==> src/rtl/axi_slave_wr_ingress.sv <==
// axi_slave_wr_ingress: AXI4 write ingress that reserves W FIFO space per burst, pads short bursts and returns B
module axi_slave_wr_ingress #(
  parameter int ADDR_WIDTH = 64,
  parameter int DATA_WIDTH = 256,
  parameter int ID_WIDTH = 8,
  parameter int LEN_WIDTH = 8,
  parameter int W_FIFO_DEPTH = 10,
  localparam int STRB_WIDTH = DATA_WIDTH / 8,
  localparam int AVAIL_WIDTH = $clog2(W_FIFO_DEPTH) + 1
) (
  input  logic                                    clk,
  input  logic                                    rst,
  input  logic                                    awvalid,
  output logic                                    awready,
  input  logic [ID_WIDTH-1:0]                     awid,
  input  logic [ADDR_WIDTH-1:0]                   awaddr,
  input  logic [LEN_WIDTH-1:0]                    awlen,
  input  logic                                    wvalid,
  output logic                                    wready,
  input  logic [DATA_WIDTH-1:0]                   wdata,
  input  logic [STRB_WIDTH-1:0]                   wstrb,
  input  logic                                    wlast,
  output logic                                    bvalid,
  input  logic                                    bready,
  output logic [ID_WIDTH-1:0]                     bid,
  output logic [1:0]                              bresp,
  output logic                                    aw_fifo_wr_en,
  output logic [ID_WIDTH+ADDR_WIDTH+LEN_WIDTH-1:0] aw_fifo_wr_data,
  input  logic                                    aw_fifo_full,
  output logic                                    w_fifo_wr_en,
  output logic [DATA_WIDTH+STRB_WIDTH-1:0]        w_fifo_wr_data,
  input  logic [AVAIL_WIDTH-1:0]                  w_fifo_available
);
  // Wide enough that awlen+1 never wraps, so an oversized burst can never look like it fits
  localparam int CMP_WIDTH = LEN_WIDTH + AVAIL_WIDTH + 1;
  typedef enum logic [1:0] {IDLE, DATA, PAD, RESP} state_t;
  state_t state, state_nxt;
  logic [ID_WIDTH-1:0] cur_id;
  logic [LEN_WIDTH-1:0] cur_len;
  logic [LEN_WIDTH:0] beat_cnt;
  logic err;
  logic space_ok;
  logic at_end;
  assign space_ok = CMP_WIDTH'(w_fifo_available) >= CMP_WIDTH'(awlen) + CMP_WIDTH'(1);
  assign at_end = beat_cnt == {1'b0, cur_len};
  // State register
  always_ff @(posedge clk) state <= rst ? IDLE : state_nxt;
  // Channel handshakes, FIFO pushes and next state
  always_comb begin
    awready = !rst && state == IDLE && !aw_fifo_full && space_ok;
    wready = state == DATA;
    bvalid = state == RESP;
    bid = cur_id;
    bresp = err ? 2'b10 : 2'b00;
    aw_fifo_wr_en = awvalid && awready;
    aw_fifo_wr_data = {awid, awaddr, awlen};
    w_fifo_wr_en = (wready && wvalid) || state == PAD;
    w_fifo_wr_data = wready ? {wdata, wstrb} : '0;
    state_nxt = state;
    case (state)
      IDLE: state_nxt = aw_fifo_wr_en ? DATA : IDLE;
      DATA: state_nxt = !wvalid ? DATA : at_end ? RESP : wlast ? PAD : DATA;
      PAD: state_nxt = at_end ? RESP : PAD;
      default: state_nxt = bready ? IDLE : RESP;
    endcase
  end
  // Burst context: every W push advances the beat count; wlast disagreeing with the count flags SLVERR
  always_ff @(posedge clk)
    if (rst) begin
      cur_id <= '0;
      cur_len <= '0;
      beat_cnt <= '0;
      err <= 1'b0;
    end else if (aw_fifo_wr_en) begin
      cur_id <= awid;
      cur_len <= awlen;
      beat_cnt <= '0;
      err <= 1'b0;
    end else if (w_fifo_wr_en) begin
      beat_cnt <= beat_cnt + (LEN_WIDTH + 1)'(1);
      err <= err | (state == DATA && (at_end ? !wlast : wlast));
    end
endmodule

==> config.mk <==
export PLATFORM = sky130hd
export DESIGN_NAME = axi_slave_wr_ingress
export DESIGN_NICKNAME = d
export VERILOG_FILES = /design/src/rtl/axi_slave_wr_ingress.sv
export SDC_FILE = /design/constraint.sdc
export NUM_CORES = 1
export LEC_CHECK = 0
export ABC_AREA = 1
export CORE_AREA = 5 5 291 293
export DETAILED_ROUTE_END_ITERATION = 10
export DIE_AREA = 0 0 296 298
export SYNTH_ARGS = -nofsm -noshare
export SYNTH_HDL_FRONTEND = slang
export SYNTH_SLANG_ARGS = --single-unit
export TNS_END_PERCENT = 20
==> constraint.sdc <==
create_clock -name clk -period 4.5 [get_ports clk]
set_input_delay 1.35 -clock clk [delete_from_list [all_inputs] [get_ports clk]]
set_output_delay 1.35 -clock clk [all_outputs]
set_load 0.02 [all_outputs]
-- Word-level counts from Yosys, hierarchy flattened
Index checks and enable logic that the tools add are counted.
- input bits: 380
- flip-flop bits (word level): 28
- word-level logic and storage cells: 35
- bitwise logic cells: 1
- multiplexer cells: 10
- add/sub/neg operators: 2
- reductions and logical operators: 12
- equal/unequal tests: 4
- $lt $le $gt $ge: 1
- operators by type and width (operator ; count):
    288-bit 2-to-1 mux ; 1
    2-bit 2-to-1 mux ; 5
    8-bit by 1-bit adder with 9-bit output, second input constant ; 1
    9-bit by 1-bit adder with 9-bit output, second input constant ; 1
    9-bit by 8-bit == test with 1-bit output ; 1
    5-bit by 9-bit greater-or-equal comparator with 1-bit output ; 1
    1-bit logical AND ; 6
    2-bit case mux with 3 select lines ; 1
    2-bit == test, second input constant ; 2
    1-bit logical NOT ; 3
    1-bit 2-to-1 mux ; 3
    2-bit by 1-bit == test with 1-bit output, second input constant ; 1
    2-bit logical NOT ; 1
    2-bit OR reduction ; 1
    1-bit logical OR ; 1
    1-bit bitwise OR ; 1

-- Depth between registers and ports, before layout
- depth in word-level cells: 7
- depth in mapped cells: 15

-- Worst setup path after synthesis
No wires, ideal clock.
- path type: input-to-output
- start: in awlen[0]
- end: out aw_fifo_wr_en
- cell stages on the path: 12
- setup slack: 0.378 ns
- path buffers: 1
- data arrival time: 2.772 ns
- path through: ha_1 > xnor2_1 > ha_1 > nand2_1 > nor2_1 > nor2_1 > nand2_1 > nand2_1 > nand2_1 > nand3_4 > buf_4 > inv_1
- cells in the longest elaborated chain, start to end: 4
- ends and longest elaborated chain (what ; RTL line ; source):
    start, declared ; 17 ; input logic [LEN_WIDTH-1:0] awlen,
    8-bit by 1-bit adder with 9-bit output ; 44 ; assign space_ok = CMP_WIDTH'(w_fifo_available) >= CMP_WIDTH'(awlen) + CMP_WIDTH'(1);
    5-bit by 9-bit greater-or-equal comparator with 1-bit output ; 44 ;
    1-bit logical AND ; 50 ; awready = !rst && state == IDLE && !aw_fifo_full && space_ok;
    1-bit logical AND ; 55 ; aw_fifo_wr_en = awvalid && awready;
    end, declared ; 27 ; output logic aw_fifo_wr_en,
No other way between the ends.

-- Worst setup path after layout
- start: in awlen[2]
- end: out aw_fifo_wr_en
Same word-level chain as after synthesis.

==> impl_results.md <==
- Outcome: complete, no violations
- Pint: about 770 uW
- Clk slew on worst S/H paths: roughly 70 ps
- Cell chain of the critical path: dlygate4sd2_1 -> buf_4 -> xnor2_1 -> ha_1 -> nand2_1 -> nor2_1 -> nor2_1 -> nand2_1 -> nand2_1 -> nand2_2 -> nand3_4 -> inv_2 -> buf_12
- Delay-heaviest family, CP: buffers and inverters
- Post-synth top flop: dfxtp_1
- Hold_buf cts: 0
- Max clock buf depth: 2
- Layout Cells excl Fill: 2562
- HPWL after DPL: 52170 um
- Vias per cell: 2.873
- Die W: 296 um
- Area share of the leading cell type in the synthesized netlist: 0.2709
- Setup Skew: roughly 2.6 ps
- Register area: around 560 um2
- Setup Buffers After CTS: 0
- Switching share of total power: 0.2894
- Pin count of the biggest net entering global routing: 83
- Final Max Tran Viols: 0
- Mapped Area: about 4600 um2
- Area growth syn-to-layout: 155.6%
- Final Hold Fails: 0
- Distinct cells, synth: 28
- Area of the multi-input gates: around 2000 um2
- Clock Sinks: 28
- Sequential power share: 0.233
- Logic pwr share: 0.518
- Via Count: 7360
- PwrDens: slightly above 90 nW/um2
- CTS tree: done
- Final period util: 0.9613
- Crit end category: output pin
- Clk_lat worst skew: 270 ps
- Worst-margin pin slew: 638.7 ps
- Most frequent CP cell: nand2_1
- Fin crit period: ~4300 ps
- Sequential fraction of the synthesis area: 0.1222
- GR Overflow Total: 0
- Fmax: 231.2 MHz
- Setup ws final: 174.2 ps
- Chip Height: roughly 300 um
- Final layout net count: 1863
- Worst-path maximum fanout: 4
- Vias in the first global route: 7275
- Root buffer cell: clkbuf_16
- DRC viols: 0
- Hold WC Path Type: reg -> reg
- Initial Util: 0.05622
- H-tree levels: 1
- Most frequent cells after synthesis: inv_1 (331), nor2_1 (329), buf_4 (83), nand2_1 (73), dfxtp_1 (28)
- Crit path buf inv count: 4
- EDFF count, synth: 0
- Cells after Synth: 942
- Syn nets: 1331
- NetSw: roughly 310 uW
- IO buf count: about 630
- Core area: 81580 um2
- Routed Antenna Nets: 0
- Initial antenna violation count: 72
- Syn avg cell area: a little under 5 um2
- Worst EP arrival: 2980 ps
- DR pass1 iterations: 6
- Final setup viols: 0
- Placer Congestion: a little over 0.8
- Synth Register Bits: 28
- CP max stage delay: 330 ps
- First-pass GRT wire length: 68570 um
- Row count: ~110
- Layout cell share with drive strength beyond 1: 0.03259
- DIE AREA: about 90000 um2
- Fillers: 9451
- Ports: 763
- Post-synth top area cell: inv_1
- 1st-iter DRT viols: 262
- Most frequent cell after synthesis: inv_1
- Post-DR wirelength/cell: 21.69 um
- Worst Path Required: ~3200 ps
- Final WL: 55570 um
- Placed Cells: 2539
- Clock share of power: 0.250
- Lkg Pwr: 0.005519 uW
- Unrepaired setup endpoints after global routing: no
- Slew headroom: 0.5737
- Crit Path Class: in -> out
- Worst vdd ir: 0.1454 mV
- Fraction of registers with async set/reset: 0
- Dominant cells by area after synthesis: inv_1 (27%), nor2_1 (27%), buf_4 (14%)
- YS warnings: 0
- Maxcap violations: 0
- Critical path's slowest cell: ha_1
- Critical path launch point type: primary input
- Total GRT Usage: 0.1168
- Power Total: 1078 uW
- Num CTS Buffers: 3
- Worst slack at placement: -309.7 ps
-- cells in the final DEF, fill, tap and decap left out, drive strengths merged --
cell / netlist / routed
clkdlybuf4s50: 0 / 620
nor2: 335 / 335
inv: 332 / 332
nand2: 78 / 78
dfxtp: 28 / 28
buf: 109 / 21
diode: 0 / 19
a21oi: 13 / 13
ha: 9 / 9
nand3: 9 / 9
xor2: 7 / 7
clkbuf: 9 / 5
nor3: 4 / 4
nand4: 3 / 3
o21ai: 2 / 2
nand3b: 1 / 1
xnor2: 1 / 1
or2: 1 / 1
conb: 1 / 1
bufinv: 0 / 1
dlygate4sd2: 0 / 1
dlymetal6s2s: 0 / 1
-- metrics by stage --
stage,cell area [um2],hold WS [ps],setup TNS [ps],utilization
2_1_floorplan,4587,424.5,0,-
3_3_place_gp,11570,441.6,-427.9,0.1418
3_5_place_dp,11570,451.5,-541.0,0.1418
4_1_cts,11680,472.4,0,0.1432
5_1_grt,11680,492.8,0,0.1432
6_report,11720,477.5,0,0.1437
-- worst register-to-register path, stage by stage, from the launching register on --
cell     delay, ps
dfxtp_1        360
nor3_1         220
nand2_1         80
nor2_2         260
nand3_4        130
buf_4          270
nand2_2        280
nor2_1          90
-- power by group through the flow --
stage,combinational [uW],sequential (uW),clock (uW)
floorplan,251,257,0
global placement,560,256,0
detailed placement,565,257,0
CTS,569,251,278
global route,607,251,289
finish,558,251,269
-- final timing paths --
kind | start | endpoint | slack (ps) | cells past startpoint
setup reg to reg | state[1]$_SDFF_PP0_ | beat_cnt[8]$_SDFFE_PP0P_ | 2700 | 7
hold reg to reg | err$_SDFFE_PP0P_ | err$_SDFFE_PP0P_ | 480 | 2
hold / removal | err$_SDFFE_PP0P_ | err$_SDFFE_PP0P_ | 480 | 2
setup / recovery | awlen[2] | aw_fifo_wr_en | 170 | 13
-- cells by family after synthesis --
logic type	Yosys count	synth area share
other	1	0.0008175
AND/OR/NAND/NOR	431	0.3723
AO/OA/AOI/OAI	15	0.01800
XOR/XNOR	8	0.01528
adder cells (fa/ha/maj)	9	0.02455
flip-flops	28	0.1222
buffers and inverters	450	0.4468
-- area by class of cell --
type | count | share of cell area
Inverter | 332 | 0.1069
Timing Repair Buffer | 645 | 0.5487
Sequential cell | 28 | 0.04781
Tap cell | 1070 | 0.1142
Clock buffer | 3 | 0.006403
Antenna cell | 19 | 0.004056
Multi-Input combinational cell | 464 | 0.1694
Clock inverter | 1 | 0.002561
-- flip-flops by register name, indices dropped and copies added (netlist names) --
register  cells
err           1
cur_len       8
bid           8
state         2
beat_cnt      9
-- metal layers --
layer	share of wire	global-route usage	up-vias
met3	0.18	0.09520	136
met4	0.021	0.01734	26
met5	0.0035	0	-
li1	-	-	3513
met2	0.43	0.1874	529
met1	0.36	0.1220	3156
-- repair_timing --
| item | in CTS | in global routing |
|---|---|---|
| resized for setup | 7 | 5 |
| pin swaps | 3 | 2 |
| setup endpoints to repair | 2 | 2 |
(Power assumes the default switching activity.)
